## config.mk

```make
export PLATFORM = sky130hd
export DESIGN_NAME = aq_ifu_btb_bank
export DESIGN_NICKNAME = d
export VERILOG_FILES = /design/src/rtl/aq_ifu_btb_bank.sv
export SDC_FILE = /design/constraint.sdc
export NUM_CORES = 1
export LEC_CHECK = 0
export BUFFER_PORTS_ARGS = -buffer_cell sky130_fd_sc_hd__buf_2
export CAP_MARGIN = 30
export CORE_ASPECT_RATIO = 0.9
export CORE_MARGIN = 1
export CORE_UTILIZATION = 65
export DETAILED_ROUTE_END_ITERATION = 10
export PLACE_DENSITY_LB_ADDON = 0.25
export SLEW_MARGIN = 10
export SYNTH_ARGS = -nofsm -noshare
export SYNTH_HDL_FRONTEND = slang
export SYNTH_SLANG_ARGS = --single-unit
```

## constraint.sdc

```tcl
create_clock -name btb_entry_clk -period 5.3 [get_ports btb_entry_clk]
set_input_delay 0 -clock btb_entry_clk [delete_from_list [all_inputs] [get_ports btb_entry_clk]]
set_output_delay 0 -clock btb_entry_clk [all_outputs]
set_load 0.03 [all_outputs]
```

## src/rtl/aq_ifu_btb_bank.sv

```systemverilog
// Fully associative BTB bank: registered lookup, 2-bit direction counters, hit-or-allocate update, bulk invalidate.
// Optional build macro AQ_IFU_BTB_PARITY_EN adds per-entry even parity over {tag, target}.
module aq_ifu_btb_bank #(
  parameter int ENTRY_NUM = 8,
  parameter int TAG_WIDTH = 16,
  parameter int TGT_WIDTH = 16,
  parameter int PTR_WIDTH = 3
) (
  input  logic                 btb_entry_clk,
  input  logic                 cpurst_b,
  input  logic                 btb_rd_vld,
  input  logic [TAG_WIDTH-1:0] btb_rd_tag,
  output logic                 btb_rd_hit,
  output logic [TGT_WIDTH-1:0] btb_rd_tgt,
  output logic                 btb_rd_taken,
  output logic                 btb_rd_par_err,
  input  logic                 btb_upd_vld,
  input  logic [TAG_WIDTH-1:0] btb_upd_tag,
  input  logic [TGT_WIDTH-1:0] btb_upd_tgt,
  input  logic                 btb_upd_taken,
  input  logic                 btb_inv_all,
  output logic                 btb_upd_hit
);

  logic [ENTRY_NUM-1:0] entry_vld;
  logic [TAG_WIDTH-1:0] entry_tag [ENTRY_NUM];
  logic [TGT_WIDTH-1:0] entry_tgt [ENTRY_NUM];
  logic [1:0]           entry_cnt [ENTRY_NUM];
  logic [PTR_WIDTH-1:0] victim_ptr;

  logic [ENTRY_NUM-1:0] rd_match;
  logic [ENTRY_NUM-1:0] rd_good;
  logic [ENTRY_NUM-1:0] upd_match;
  logic [ENTRY_NUM-1:0] hit_we;
  logic [ENTRY_NUM-1:0] alloc_we;
  logic [ENTRY_NUM-1:0] par_clr;
  logic [TGT_WIDTH-1:0] rd_tgt_sel;
  logic                 rd_taken_sel;
  logic [PTR_WIDTH-1:0] free_idx;
  logic [PTR_WIDTH-1:0] alloc_idx;
  logic                 free_any;

  always_comb begin
    rd_match  = '0;
    upd_match = '0;
    for (int i = 0; i < ENTRY_NUM; i++) begin
      rd_match[i]  = entry_vld[i] && (entry_tag[i] == btb_rd_tag);
      upd_match[i] = entry_vld[i] && (entry_tag[i] == btb_upd_tag);
    end
  end

  assign btb_upd_hit = |upd_match;

  // Matches are one-hot, so OR-ing the gated fields selects the single hit entry.
  always_comb begin
    rd_tgt_sel   = '0;
    rd_taken_sel = 1'b0;
    for (int i = 0; i < ENTRY_NUM; i++) begin
      rd_tgt_sel   = rd_tgt_sel | ({TGT_WIDTH{rd_good[i]}} & entry_tgt[i]);
      rd_taken_sel = rd_taken_sel | (rd_good[i] & entry_cnt[i][1]);
    end
  end

  // Lowest-index invalid entry wins; the round-robin pointer is only used when the bank is full.
  always_comb begin
    free_idx = '0;
    for (int i = ENTRY_NUM - 1; i >= 0; i--) begin
      if (!entry_vld[i]) begin
        free_idx = PTR_WIDTH'(i);
      end
    end
  end

  assign free_any  = ~(&entry_vld);
  assign alloc_idx = free_any ? free_idx : victim_ptr;

  always_comb begin
    alloc_we = '0;
    hit_we   = '0;
    if (btb_upd_vld && !btb_inv_all) begin
      if (btb_upd_hit) begin
        hit_we = upd_match;
      end else if (btb_upd_taken) begin
        alloc_we[alloc_idx] = 1'b1;
      end
    end
  end

  always_ff @(posedge btb_entry_clk or negedge cpurst_b) begin
    if (!cpurst_b) begin
      entry_vld  <= '0;
      victim_ptr <= '0;
      for (int i = 0; i < ENTRY_NUM; i++) begin
        entry_tag[i] <= '0;
        entry_tgt[i] <= '0;
        entry_cnt[i] <= '0;
      end
    end else if (btb_inv_all) begin
      entry_vld  <= '0;
      victim_ptr <= '0;
    end else begin
      for (int i = 0; i < ENTRY_NUM; i++) begin
        if (alloc_we[i]) begin
          entry_vld[i] <= 1'b1;
          entry_tag[i] <= btb_upd_tag;
          entry_tgt[i] <= btb_upd_tgt;
          entry_cnt[i] <= 2'b10;
        end else begin
          if (par_clr[i]) begin
            entry_vld[i] <= 1'b0;
          end
          if (hit_we[i]) begin
            if (btb_upd_taken) begin
              entry_tgt[i] <= btb_upd_tgt;
              if (entry_cnt[i] != 2'b11) begin
                entry_cnt[i] <= entry_cnt[i] + 2'b01;
              end
            end else if (entry_cnt[i] != 2'b00) begin
              entry_cnt[i] <= entry_cnt[i] - 2'b01;
            end
          end
        end
      end
      if ((|alloc_we) && !free_any) begin
        victim_ptr <= victim_ptr + 1'b1;
      end
    end
  end

  always_ff @(posedge btb_entry_clk or negedge cpurst_b) begin
    if (!cpurst_b) begin
      btb_rd_hit   <= 1'b0;
      btb_rd_taken <= 1'b0;
      btb_rd_tgt   <= '0;
    end else begin
      btb_rd_hit   <= btb_rd_vld & (|rd_good);
      btb_rd_taken <= btb_rd_vld & rd_taken_sel;
      if (btb_rd_vld) begin
        btb_rd_tgt <= rd_tgt_sel;
      end
    end
  end

`ifdef AQ_IFU_BTB_PARITY_EN
  logic [ENTRY_NUM-1:0] entry_par;
  logic [ENTRY_NUM-1:0] rd_bad;
  logic                 upd_par;

  assign upd_par = ^{btb_upd_tag, btb_upd_tgt};

  always_comb begin
    rd_good = '0;
    rd_bad  = '0;
    for (int i = 0; i < ENTRY_NUM; i++) begin
      if ((^{entry_tag[i], entry_tgt[i]}) == entry_par[i]) begin
        rd_good[i] = rd_match[i];
      end else begin
        rd_bad[i] = rd_match[i];
      end
    end
  end

  // On a hit the stored tag equals the update tag, so one parity value covers both write cases.
  always_ff @(posedge btb_entry_clk or negedge cpurst_b) begin
    if (!cpurst_b) begin
      entry_par <= '0;
    end else begin
      for (int i = 0; i < ENTRY_NUM; i++) begin
        if (alloc_we[i] || (hit_we[i] && btb_upd_taken)) begin
          entry_par[i] <= upd_par;
        end
      end
    end
  end

  always_ff @(posedge btb_entry_clk or negedge cpurst_b) begin
    if (!cpurst_b) begin
      btb_rd_par_err <= 1'b0;
      par_clr        <= '0;
    end else begin
      btb_rd_par_err <= btb_rd_vld & (|rd_bad);
      par_clr        <= btb_rd_vld ? rd_bad : '0;
    end
  end
`else
  assign rd_good        = rd_match;
  assign par_clr        = '0;
  assign btb_rd_par_err = 1'b0;
`endif

endmodule

```

==> out/metrics.csv, run 1 <==
metric,value,unit
clock share of power,41.6,%
placed instance count,2325,
Critical Path RT,5.70,ns
most common flop cell mapped by yosys,sky130_fd_sc_hd__dfrtp_1,
GRT overflow,0,
number of remaining DRC errors,0,
average wire length per cell after detail routing,26.65,microns
number of buffers added by the clock tree synthesis step,35,
post-synthesis average cell area,9.562,sq um
cell area after technology mapping,19510,sq um
number of nets produced by synthesis,2095,
design internal power,4.145,mW
critical path launch point type,flip-flop,
routability cong.,0.9389,
multi-input gate area in the final layout,10540,sq um
standard cell area after detailed placement,19640,sq um
area of the die,30710,sq um
"critical path fanouts, max",55,
CP cell instances,"nand4_1, or2_2, o22ai_4, nand4_4, or2_1, mux2_1",
register area share after synthesis,38.61,%
Fmax,0.2493,GHz
initial antenna violation count,0,
Final Routed Wirelength,63700,microns
"non-filler cells, final",2390,
Sink Count,301,
library cell occupying the most area in the post-synthesis netlist,sky130_fd_sc_hd__dfrtp_1,
path type of the worst setup path,reg2reg,
launch point of the critical path,entry_vld[3],
net switching fraction of the power,28.55,%
Combinational Power Share,14.5,%
first-pass GRT wire length,98330,microns
overall track demand over capacity in global routing,41.75,%
PortBufs,72,
final hold vios,0,
floorplan die height,166.4,microns
WP buf/inv,0,
total setup buffers inserted after CTS,0,
power per cell area,278.3,nW/um^2
Synth cell types,67,
later-pin clock latency in the skew report,0.53,ns
ANT cells,0,
final worst path period share,75.70,%
area of the core,29230,sq um
actual transition at the worst max-transition pin,0.9993,ns
via count of the first global-routing pass,16480,
power spent charging and discharging nets,1.657,mW
half-perimeter wire length after detailed placement,39540,microns
via density per instance,7.335,
part of the power in registers,43.9,%
number of violations reported at the end of detailed-routing iteration 0,2484,
path class of the lowest-slack min-delay path,in2async,
starting utilization of the core area,66.73,%
delay of the slowest cell on the worst path,0.82,ns
Final Max Slew Viols,0,
post-route antenna net violation count,0,
CTS root buf,sky130_fd_sc_hd__clkbuf_16,
pin count of the biggest net entering global routing,150,
CP max-delay cell,sky130_fd_sc_hd__or2_1,
nets,2027,
relative max-transition margin,31.66,%
TNS Setup,0,ns
cell leakage power,8.543,nW
Peak VDD IR,0.2717,mV
number of fillers in the final layout,2263,
number of violations of the max-capacitance limit,0,
post-CTS clock slew at the launch and capture registers of the worst setup and hold paths,0.06,ns
"Setup violations, final",0,
proportion of netlist area held by the largest area contributor,38.61,%
clock tree from TritonCTS,yes,
type of destination of the critical path,flip-flop,
final critical path time including I/O delays and setup,4.012,ns
Post-synth EDFFs,0,
RSZ-0062 raised after global routing,no,
Bufs on Longest Clock Path,3,
first-pass detailed-route iteration total,9,
synthesized flop and latch total,301,
setup clock skew after layout,0.01952,ns
die outline width,184.6,microns
data arrival at the endpoint of the critical path,4.41,ns
Syn Inst Count,2040,
fraction of layout instances using a drive strength above 1,15.95,%
beginning of the worst register-to-register path,entry_vld[3],
final instance area,20850,sq um
htree depth,2,
synthesis warning total,0,
area delta synth->final,6.857,%
status,"finished, final reports clean",
vias after detailed routing,17530,
cell type group with the largest total delay on the critical path,simple AND/OR/NAND/NOR gates,
Register Area,7532,sq um
Top Ports,74,
Site Rows,59,
post-cts gate resize count,0,
top post-synthesis cells by area,"sky130_fd_sc_hd__dfrtp_1 39%, sky130_fd_sc_hd__xnor2_1 8.6%, sky130_fd_sc_hd__mux2_2 3.9%, sky130_fd_sc_hd__nand3_1 3.7%, sky130_fd_sc_hd__a31oi_1 3.7%",
proportion of register bits with asynchronous set or reset after synthesis,100.0,%
==> path summary, 6_finish.rpt <==
check | end | slack [ns] | cells past startpoint
max | entry_tag[43] | 1.29 | 6
min | entry_tag[111] | 0.07 | 2
max reg2reg | entry_tag[43] | 1.29 | 6
min reg2reg | btb_rd_tgt[14] | 0.51 | 2
max in group asynchronous | entry_tgt[123] | 3.90 | 3
min in group btb_entry_clk | entry_tag[39] | 0.10 | 2
==> final cells by class <==
class	count	share of cell area, %
Timing Repair Buffer	117	3.830
Inverter	98	1.765
Sequential cell	301	36.13
Tap cell	396	2.377
Multi-Input combinational cell	1419	50.55
Clock buffer	50	4.952
Clock inverter	9	0.3962
==> cell usage after synthesis, types with 26 or more instances <==
| cell | number |
|---|---|
| sky130_fd_sc_hd__clkbuf_1 | 142 |
| sky130_fd_sc_hd__nand2_1 | 54 |
| sky130_fd_sc_hd__mux2_1 | 43 |
| sky130_fd_sc_hd__nand3_1 | 143 |
| sky130_fd_sc_hd__a31o_2 | 33 |
| sky130_fd_sc_hd__buf_4 | 37 |
| sky130_fd_sc_hd__a21oi_1 | 47 |
| sky130_fd_sc_hd__a221oi_1 | 31 |
| sky130_fd_sc_hd__o22ai_1 | 83 |
| sky130_fd_sc_hd__a31oi_1 | 114 |
| sky130_fd_sc_hd__or4_1 | 27 |
| sky130_fd_sc_hd__nor4_1 | 60 |
| sky130_fd_sc_hd__xor2_1 | 64 |
| sky130_fd_sc_hd__nor2_1 | 40 |
| sky130_fd_sc_hd__o2bb2ai_1 | 52 |
| sky130_fd_sc_hd__dfrtp_1 | 301 |
| sky130_fd_sc_hd__inv_1 | 97 |
| sky130_fd_sc_hd__o311ai_1 | 26 |
| sky130_fd_sc_hd__nand4_1 | 56 |
| sky130_fd_sc_hd__o21ai_0 | 60 |
| sky130_fd_sc_hd__mux2_2 | 68 |
| sky130_fd_sc_hd__or3_1 | 43 |
| sky130_fd_sc_hd__a22o_1 | 30 |
| sky130_fd_sc_hd__xnor2_1 | 192 |
| sky130_fd_sc_hd__a311o_1 | 32 |
==> logic make-up after synthesis <==
group           share of synthesized area (%)
other cells                           0.01922
flops                                   38.61
mux                                     7.716
buf+inv                                 7.921
xor+xnor                                11.49
simple gates                            13.87
compound gates                          20.30
fa+ha+maj                             0.06413
==> state kept, by name (all words and copies together), names as in the netlist <==
signal / cells
entry_tag: 128
entry_tgt: 128
btb_rd_tgt: 16
entry_cnt: 16
entry_vld: 8
victim_ptr: 3
btb_rd_hit: 1
btb_rd_taken: 1
==> worst reg2reg max path: cells and delay by family, from the launching register on <==
kind | cells | cell delay (ns)
flip-flops | 1 | 0.47
AND/OR/NAND/NOR | 4 | 2.23
multiplexers | 1 | 0.46
AO/OA/AOI/OAI | 1 | 0.72
==> metal layers <==
metal | vias up | routed length, microns | global-route usage [%] | part of all wire, %
met2 | 1110 | 27170 | 59.82 | 43
met4 | 0 | 2247 | 15.06 | 3.5
li1 | 7542 | - | - | -
met3 | 187 | 7667 | 9.320 | 12
met1 | 8692 | 26620 | 61.69 | 42
met5 | - | 0 | 0 | 0
==> through the flow <==
step | util [%] | setup WS [ns] | power [mW] | hold slack (ns)
final | 71.31 | 1.288 | 5.802 | 0.06695
after global routing | 71.31 | 1.058 | 5.967 | 0.09341
after CTS | 71.11 | 1.313 | 5.779 | 0.08650
after detailed placement | 67.19 | 1.329 | 3.391 | 0.05137
after global placement | 67.00 | 1.405 | 3.369 | 0.04552
after floorplan | - | 2.565 | 3.133 | -0.2956
==> power groups by stage <==
stage | Combinational (mW) | Clock (mW) | Sequential, mW
global route | 0.898 | 2.51 | 2.56
floorplan | 0.575 | 0 | 2.56
detailed placement | 0.811 | 0 | 2.58
finish | 0.842 | 2.41 | 2.55
global placement | 0.796 | 0 | 2.57
CTS | 0.821 | 2.42 | 2.54
==> cells in the final DEF, fill, tap and decap left out, drive strengths merged, types with 7 or more instances in the layout <==
cell and count:
nand4 57, buf 114, or2 9, or3 43
a21oi 47, inv 100, a31oi 114, a22o 30
a311o 32, o22ai 84, nand2 54, mux2 128
a31o 33, o2bb2ai 52, nand3 144, a221oi 31
dfrtp 301, nor4 60, clkbuf 50, o311ai 48
nor3b 7, xnor2 192, or4 28, xor2 64
nor3 17, o21ai 60, nor2 40
==> timing repair <==
action / CTS / global route
hold endpoints to repair: 91 / 0
hold buffers: 3 / 0
endpoints found under the setup margin: 0 / 0
Note: power is estimated with default switching activity, not from simulation.
==> inputs of run 2 (changes only) <==
CORE_UTILIZATION = 57   (was 65)
clock period = 3.6 ns   (was 5.3 ns; I/O delays follow)
==> run 2 against run 1 <==
Against the previous run:
- die area increased by 14%
- sequential share of layout area down 0.38 points
- clock skew rose by 0.0046 ns
- sequential power grew 46%
- cell area rose by 1.1%
- largest cell class unchanged
==> out/metrics.csv, run 2 (same netlist as run 1, synthesis figures left out) <==
metric,value,unit,change
status,"finished, final reports clean",,unchanged
actual transition at the worst max-transition pin,0.9336,ns,was 0.9993 ns
critical path launch point type,flip-flop,,unchanged
Final Routed Wirelength,62570,microns,was 63700 microns
most frequent cells in the layout,"301 x sky130_fd_sc_hd__dfrtp_1, 192 x sky130_fd_sc_hd__xnor2_1, 142 x sky130_fd_sc_hd__nand3_1",,unchanged
Peak VDD IR,0.3164,mV,was 0.2717 mV
Final Max Slew Viols,0,,unchanged
GRT overflow,0,,unchanged
area delta synth->final,7.992,%,was 6.857%
"critical path fanouts, max",39,,was 55
data arrival at the endpoint of the critical path,3.67,ns,was 4.41 ns
first-pass GRT wire length,97240,microns,was 98330 microns
vias after detailed routing,17230,,was 17530
average wire length per cell after detail routing,25.36,microns,was 26.65 microns
setup clock skew after layout,0.02410,ns,was 0.01952 ns
number of violations of the max-capacitance limit,0,,unchanged
setup slack of the critical path after layout,0.3425,ns,was 1.288 ns
ANT cells,0,,unchanged
number of buffers added by the clock tree synthesis step,35,,unchanged
number of remaining DRC errors,0,,unchanged
power per cell area,408.6,nW/um^2,was 278.3 nW/um^2
Fmax,0.3070,GHz,was 0.2493 GHz
die outline width,197.0,microns,was 184.6 microns
TNS Setup,0,ns,unchanged
nets,2042,,was 2027
Bufs on Longest Clock Path,3,,unchanged
"Setup violations, final",0,,unchanged
most common library cell in the layout ignoring fill and taps,sky130_fd_sc_hd__dfrtp_1,,unchanged
starting utilization of the core area,58.51,%,was 66.73%
clock tree from TritonCTS,yes,,unchanged
floorplan die height,177.5,microns,was 166.4 microns
htree depth,2,,unchanged
later-pin clock latency in the skew report,0.53,ns,about the same
final critical path time including I/O delays and setup,3.257,ns,was 4.012 ns
fraction of layout instances using a drive strength above 1,16.65,%,was 15.95%
area of the core,33340,sq um,was 29230 sq um
Sink Count,301,,unchanged
pin count of the biggest net entering global routing,105,,was 150
number of violations reported at the end of detailed-routing iteration 0,2143,,was 2484
Site Rows,63,,was 59
final worst path period share,90.49,%,was 75.70%
post-cts gate resize count,0,,unchanged
placed instance count,2401,,was 2325
area of the die,34970,sq um,was 30710 sq um
post-CTS clock slew at the launch and capture registers of the worst setup and hold paths,0.06,ns,about the same
share of the core filled with cells,63.18,%,was 71.31%
"worst slack, placed",0.4394,ns,was 1.329 ns
register-to-register setup slack,0.34,ns,was 1.29 ns
largest registers,"entry_tag x128, entry_tgt x128",,unchanged
Critical Path RT,4.01,ns,was 5.70 ns
cell leakage power,8.634,nW,was 8.543 nW
initial antenna violation count,0,,unchanged
PortBufs,72,,unchanged
via density per instance,6.985,,was 7.335
overall track demand over capacity in global routing,36.21,%,was 41.75%
half-perimeter wire length after detailed placement,38840,microns,was 39540 microns
relative max-transition margin,36.91,%,was 31.66%
path type of the worst setup path,reg2reg,,unchanged
post-route antenna net violation count,0,,unchanged
Top Ports,74,,unchanged
routability cong.,0.9580,,was 0.9389
"non-filler cells, final",2467,,was 2390
type of destination of the critical path,flip-flop,,unchanged
path class of the lowest-slack min-delay path,in2reg,,was in2async
first-pass detailed-route iteration total,6,,was 9
via count of the first global-routing pass,16570,,was 16480
RSZ-0062 raised after global routing,no,,unchanged
CTS root buf,sky130_fd_sc_hd__clkbuf_16,,unchanged
final hold vios,0,,unchanged
## run 2: cell types whose count changed in the layout (fill, tap and decap cells not counted), moves of 2 or more
cell / change
sky130_fd_sc_hd__buf_8: -3
sky130_fd_sc_hd__buf_12: +2
sky130_fd_sc_hd__clkbuf_8: -2
sky130_fd_sc_hd__clkbuf_16: +2
sky130_fd_sc_hd__clkinv_2: +5
sky130_fd_sc_hd__buf_4: +16
## run 2: repair_timing
item                      CTS  global route
hold endpoints to repair  111             0
buffers inserted            0             0
hold buffers                4             0
## run 2: final timing paths
path | start | endpoint | depth (start not counted)
worst min register to register | entry_tgt[46] | entry_tgt[46] | 2
worst max-delay path | entry_tag[13] | entry_tgt[91] | 8
worst min-delay path | btb_upd_tag[13] | entry_tag[125] | 2
min in group asynchronous | cpurst_b | entry_tag[15] | 2
worst max register to register | entry_tag[13] | entry_tgt[91] | 8
max in group asynchronous | cpurst_b | entry_tag[52] | 3
## run 2: stage by stage
step | hold WS [ns] | total power, mW | cell area, sq um
final | 0.02486 | 8.608 | 21070
after global routing | 0.03767 | 8.887 | 21070
after CTS | 0.008336 | 8.614 | 21070
after detailed placement | 0.1276 | 4.978 | 19860
after global placement | 0.1160 | 4.945 | 19860
after floorplan | -0.2956 | 4.613 | 19510
## run 2: area by class of cell
cell class	count	area (sq um)
clock buffer	50	1055
timing repair buffer	132	895.9
tap	455	569.3
multi-input combinational	1419	10540
fill	2679	12280
sequential	301	7532
inverter	98	367.9
clock inverter	12	110.1
## run 2: routing by layer
layer / share of wire [%] / vias up / track usage, %
met5: 0 / - / 0
li1: - / 7605 / -
met1: 42 / 8498 / 51.38
met3: 11 / 165 / 8.533
met2: 44 / 965 / 53.72
met4: 3.3 / 0 / 13.37
## run 2: critical path: stages (launching register included)
cell and delay (ns):
sky130_fd_sc_hd__dfrtp_1 0.42, sky130_fd_sc_hd__xor2_1 0.17, sky130_fd_sc_hd__or4_1 0.57, sky130_fd_sc_hd__nor4_1 0.44, sky130_fd_sc_hd__a32oi_1 0.34, sky130_fd_sc_hd__nand3_2 0.31, sky130_fd_sc_hd__buf_4 0.41, sky130_fd_sc_hd__nor4_1 0.13
sky130_fd_sc_hd__a311o_1 0.34
## run 2: report_power, final
group	internal [mW]	switching, mW	total, mW
clock	2.18	1.48	3.66
sequential	3.54	0.183	3.73
combinational	0.500	0.724	1.22
total	6.22	2.38	8.61
==> inputs of run 3 (changes only) <==
ABC_AREA = 1   (was default)
==> run 3 against run 2 <==
Against the previous run:
- via count rose by 19%
- worst setup slack improved by 0.26 ns
- flip-flop and latch count did not move
- non-clock buffer count fell by 5
- first-iteration DRC count rose by 29%
- sequential share of layout area fell by 1.2 points
- total power rose by 7.0%
- cell area rose by 3.3%
- cell count rose by 39%
- clock skew fell by 0.0036 ns
- combinational power rose by 38%
- largest cell class unchanged
- largest power group unchanged
==> out/metrics.csv, run 3 <==
metric,value,unit,change
status,"finished, final reports clean",,unchanged
RSZ-0062 raised after global routing,no,,unchanged
number of fillers in the final layout,3127,,was 2679
placed instance count,3343,,was 2401
Top Ports,74,,unchanged
GRT overflow,0,,unchanged
path class of the lowest-slack min-delay path,in2async,,was in2reg
synthesized flop and latch total,301,,unchanged
most common flop cell mapped by yosys,sky130_fd_sc_hd__dfrtp_1,,unchanged
cell with the most instances after synthesis,sky130_fd_sc_hd__nand2_1,,was sky130_fd_sc_hd__dfrtp_1
proportion of register bits with asynchronous set or reset after synthesis,100.0,%,unchanged
htree depth,2,,unchanged
post-CTS clock slew at the launch and capture registers of the worst setup and hold paths,0.06,ns,about the same
Site Rows,64,,was 63
power per cell area,423.3,nW/um^2,was 408.6 nW/um^2
via count of the first global-routing pass,19060,,was 16570
later-pin clock latency in the skew report,0.54,ns,was 0.53 ns
cell area after technology mapping,19960,sq um,was 19510 sq um
final hold vios,0,,unchanged
via density per instance,5.988,,was 6.985
half-perimeter wire length after detailed placement,54510,microns,was 38840 microns
number of nets produced by synthesis,2948,,was 2095
Fmax,0.3335,GHz,was 0.3070 GHz
Bufs on Longest Clock Path,3,,unchanged
floorplan die height,179.5,microns,was 177.5 microns
area of the die,35770,sq um,was 34970 sq um
vias after detailed routing,20510,,was 17230
type of destination of the critical path,flip-flop,,unchanged
data arrival at the endpoint of the critical path,3.40,ns,was 3.67 ns
number of violations reported at the end of detailed-routing iteration 0,2770,,was 2143
standard cell area after detailed placement,20400,sq um,was 19860 sq um
critical path launch point type,flip-flop,,unchanged
Register Area,7532,sq um,unchanged
overall track demand over capacity in global routing,43.55,%,was 36.21%
register-to-register setup slack,0.60,ns,was 0.34 ns
Final Max Slew Viols,0,,unchanged
number of buffers added by the clock tree synthesis step,35,,unchanged
die outline width,199.2,microns,was 197.0 microns
largest registers,"entry_tag x128, entry_tgt x128",,unchanged
"non-filler cells, final",3425,,was 2467
area of the core,34190,sq um,was 33340 sq um
final instance area,21770,sq um,was 21070 sq um
PortBufs,72,,unchanged
Synth cell types,58,,was 67
Critical Path RT,4.01,ns,about the same
average wire length per cell after detail routing,22.54,microns,was 25.36 microns
"critical path fanouts, max",36,,was 39
Syn Inst Count,2893,,was 2040
most used standard cells in the synthesized netlist,"984 x sky130_fd_sc_hd__nand2_1, 326 x sky130_fd_sc_hd__nor2_1, 301 x sky130_fd_sc_hd__dfrtp_1",,"was 301 x sky130_fd_sc_hd__dfrtp_1, 192 x sky130_fd_sc_hd__xnor2_1, 143 x sky130_fd_sc_hd__nand3_1"
Final Routed Wirelength,77200,microns,was 62570 microns
cell leakage power,10.60,nW,was 8.634 nW
Peak VDD IR,0.4738,mV,was 0.3164 mV
path type of the worst setup path,reg2reg,,unchanged
clock tree from TritonCTS,yes,,unchanged
top post-synthesis cells by area,"sky130_fd_sc_hd__dfrtp_1 38%, sky130_fd_sc_hd__nand2_1 19%, sky130_fd_sc_hd__nor2_1 6.1%, sky130_fd_sc_hd__inv_1 5.1%, sky130_fd_sc_hd__o21ai_0 4.2%",,"was sky130_fd_sc_hd__dfrtp_1 39%, sky130_fd_sc_hd__xnor2_1 8.6%, sky130_fd_sc_hd__mux2_2 3.9%, sky130_fd_sc_hd__nand3_1 3.7%, sky130_fd_sc_hd__a31oi_1 3.7%"
initial antenna violation count,0,,unchanged
final critical path time including I/O delays and setup,2.999,ns,was 3.257 ns
total setup buffers inserted after CTS,0,,unchanged
beginning of the worst register-to-register path,entry_vld[7],,was entry_tag[13]
starting utilization of the core area,58.37,%,was 58.51%
final worst path period share,83.30,%,was 90.49%
Reg2Reg Depth,17,,was 8
routability cong.,1.073,,was 0.9580
launch point of the critical path,entry_vld[7],,was entry_tag[13]
CTS root buf,sky130_fd_sc_hd__clkbuf_16,,unchanged
synthesis warning total,0,,unchanged
most frequent cells in the layout,"984 x sky130_fd_sc_hd__nand2_1, 326 x sky130_fd_sc_hd__nor2_1, 301 x sky130_fd_sc_hd__dfrtp_1",,"was 301 x sky130_fd_sc_hd__dfrtp_1, 192 x sky130_fd_sc_hd__xnor2_1, 142 x sky130_fd_sc_hd__nand3_1"
post-cts gate resize count,0,,unchanged
TNS Setup,0,ns,unchanged
pin count of the biggest net entering global routing,112,,was 105
Post-synth EDFFs,0,,unchanged
first-pass detailed-route iteration total,6,,unchanged
proportion of netlist area held by the largest area contributor,37.74,%,was 38.61%
Total Power Consumption,9.215,mW,was 8.608 mW
post-route antenna net violation count,0,,unchanged
number of violations of the max-capacitance limit,0,,unchanged
relative max-transition margin,35.90,%,was 36.91%
area delta synth->final,9.071,%,was 7.992%
Sink Count,301,,unchanged
setup clock skew after layout,0.02048,ns,was 0.02410 ns
nets,2991,,was 2042
actual transition at the worst max-transition pin,0.9586,ns,was 0.9336 ns
library cell occupying the most area in the post-synthesis netlist,sky130_fd_sc_hd__dfrtp_1,,unchanged
number of remaining DRC errors,0,,unchanged
worst r2r dst,entry_tgt[92],,was entry_tgt[91]
"Setup violations, final",0,,unchanged
post-synthesis average cell area,6.899,sq um,was 9.562 sq um
multi-input gate area in the final layout,10460,sq um,was 10540 sq um
first-pass GRT wire length,115200,microns,was 97240 microns
fraction of layout instances using a drive strength above 1,11.75,%,was 16.65%
most common library cell in the layout ignoring fill and taps,sky130_fd_sc_hd__nand2_1,,was sky130_fd_sc_hd__dfrtp_1
Post-CTS Hold Buffers,18,,was 4
register area share after synthesis,37.74,%,was 38.61%
## run 3: changes by cell type after synthesis, sizes merged, moves of 43 or more
| cell | change |
|---|---|
| a31oi | -113 |
| clkbuf | -119 |
| inv | +198 |
| mux2 | -128 |
| nand2 | +985 |
| nor2 | +296 |
| o21ai | +244 |
| o22ai | -69 |
| o2bb2ai | -52 |
| o311ai | -48 |
| or3 | -43 |
| xnor2 | -161 |
## run 3: per-layer routing
metal / track usage, % / part of all wire [%] / up-vias
met1: 60.34 / 41 / 9545
li1: - / - / 9353
met4: 19.97 / 5.5 / 2
met2: 61.11 / 40 / 1338
met5: 1.372 / 0.082 / -
met3: 14.32 / 14 / 270
## run 3: worst max-delay path by stage
stage | end | cells past startpoint
3_5_place_dp | entry_tgt[20] | 17
3_3_place_gp | entry_tgt[17] | 17
2_1_floorplan | entry_tgt[18] | 14
6_report | entry_tgt[92] | 17
5_1_grt | entry_tgt[28] | 16
4_1_cts | entry_tgt[28] | 16
## run 3: area by class of cell
cell class,count,area share [%]
Clock buffer,48,4.713
Antenna cell,1,0.01149
Multi-Input combinational cell,2170,48.06
Clock inverter,15,0.7299
Tap cell,462,2.655
Timing Repair Buffer,127,3.920
Inverter,301,5.311
Sequential cell,301,34.60
## run 3: metrics by stage
stage / setup WS (ns) / hold slack, ns / util [%]
after floorplan: 1.600 / -0.2956 / -
after global placement: 0.5386 / -0.02222 / 59.67
after detailed placement: 0.4684 / -0.01658 / 59.67
after CTS: 0.6947 / 0.006713 / 63.66
after global routing: 0.4179 / 0.02510 / 63.66
final: 0.6012 / 0.01741 / 63.67
## run 3: cell families after synthesis
family	synth area share (%)
AO/OA/AOI/OAI	11.72
AND/OR/NAND/NOR	37.81
other	0.01879
flip-flops	37.74
adder cells (fa/ha/maj)	0.06268
buffers and inverters	9.842
XOR/XNOR	2.802
## run 3: where the power goes
group          leakage (nW)  total [mW]  internal, mW  switching [mW]
logic                  5.95        1.68         0.506            1.18
clock network         0.591        3.69          2.16            1.53
registers              4.06        3.84          3.61           0.236
total                  10.6        9.22          6.28            2.94
## run 3: worst max-delay path: stages (launching register included)
cell                       delay (ns)
sky130_fd_sc_hd__dfrtp_1         0.60
sky130_fd_sc_hd__inv_2           0.14
sky130_fd_sc_hd__nand2_1         0.08
sky130_fd_sc_hd__nand2_1         0.05
sky130_fd_sc_hd__nand2_1         0.12
sky130_fd_sc_hd__nand2_1         0.07
sky130_fd_sc_hd__nand2_1         0.07
sky130_fd_sc_hd__nand2_1         0.07
sky130_fd_sc_hd__nand2_2         0.11
sky130_fd_sc_hd__nand2_4         0.11
sky130_fd_sc_hd__clkinv_2        0.13
sky130_fd_sc_hd__nand4_2         0.13
sky130_fd_sc_hd__nor2_4          0.18
sky130_fd_sc_hd__nand2_4         0.24
sky130_fd_sc_hd__nand2_4         0.18
sky130_fd_sc_hd__nand2_4         0.28
sky130_fd_sc_hd__nand2_1         0.19
sky130_fd_sc_hd__o21ai_2         0.07
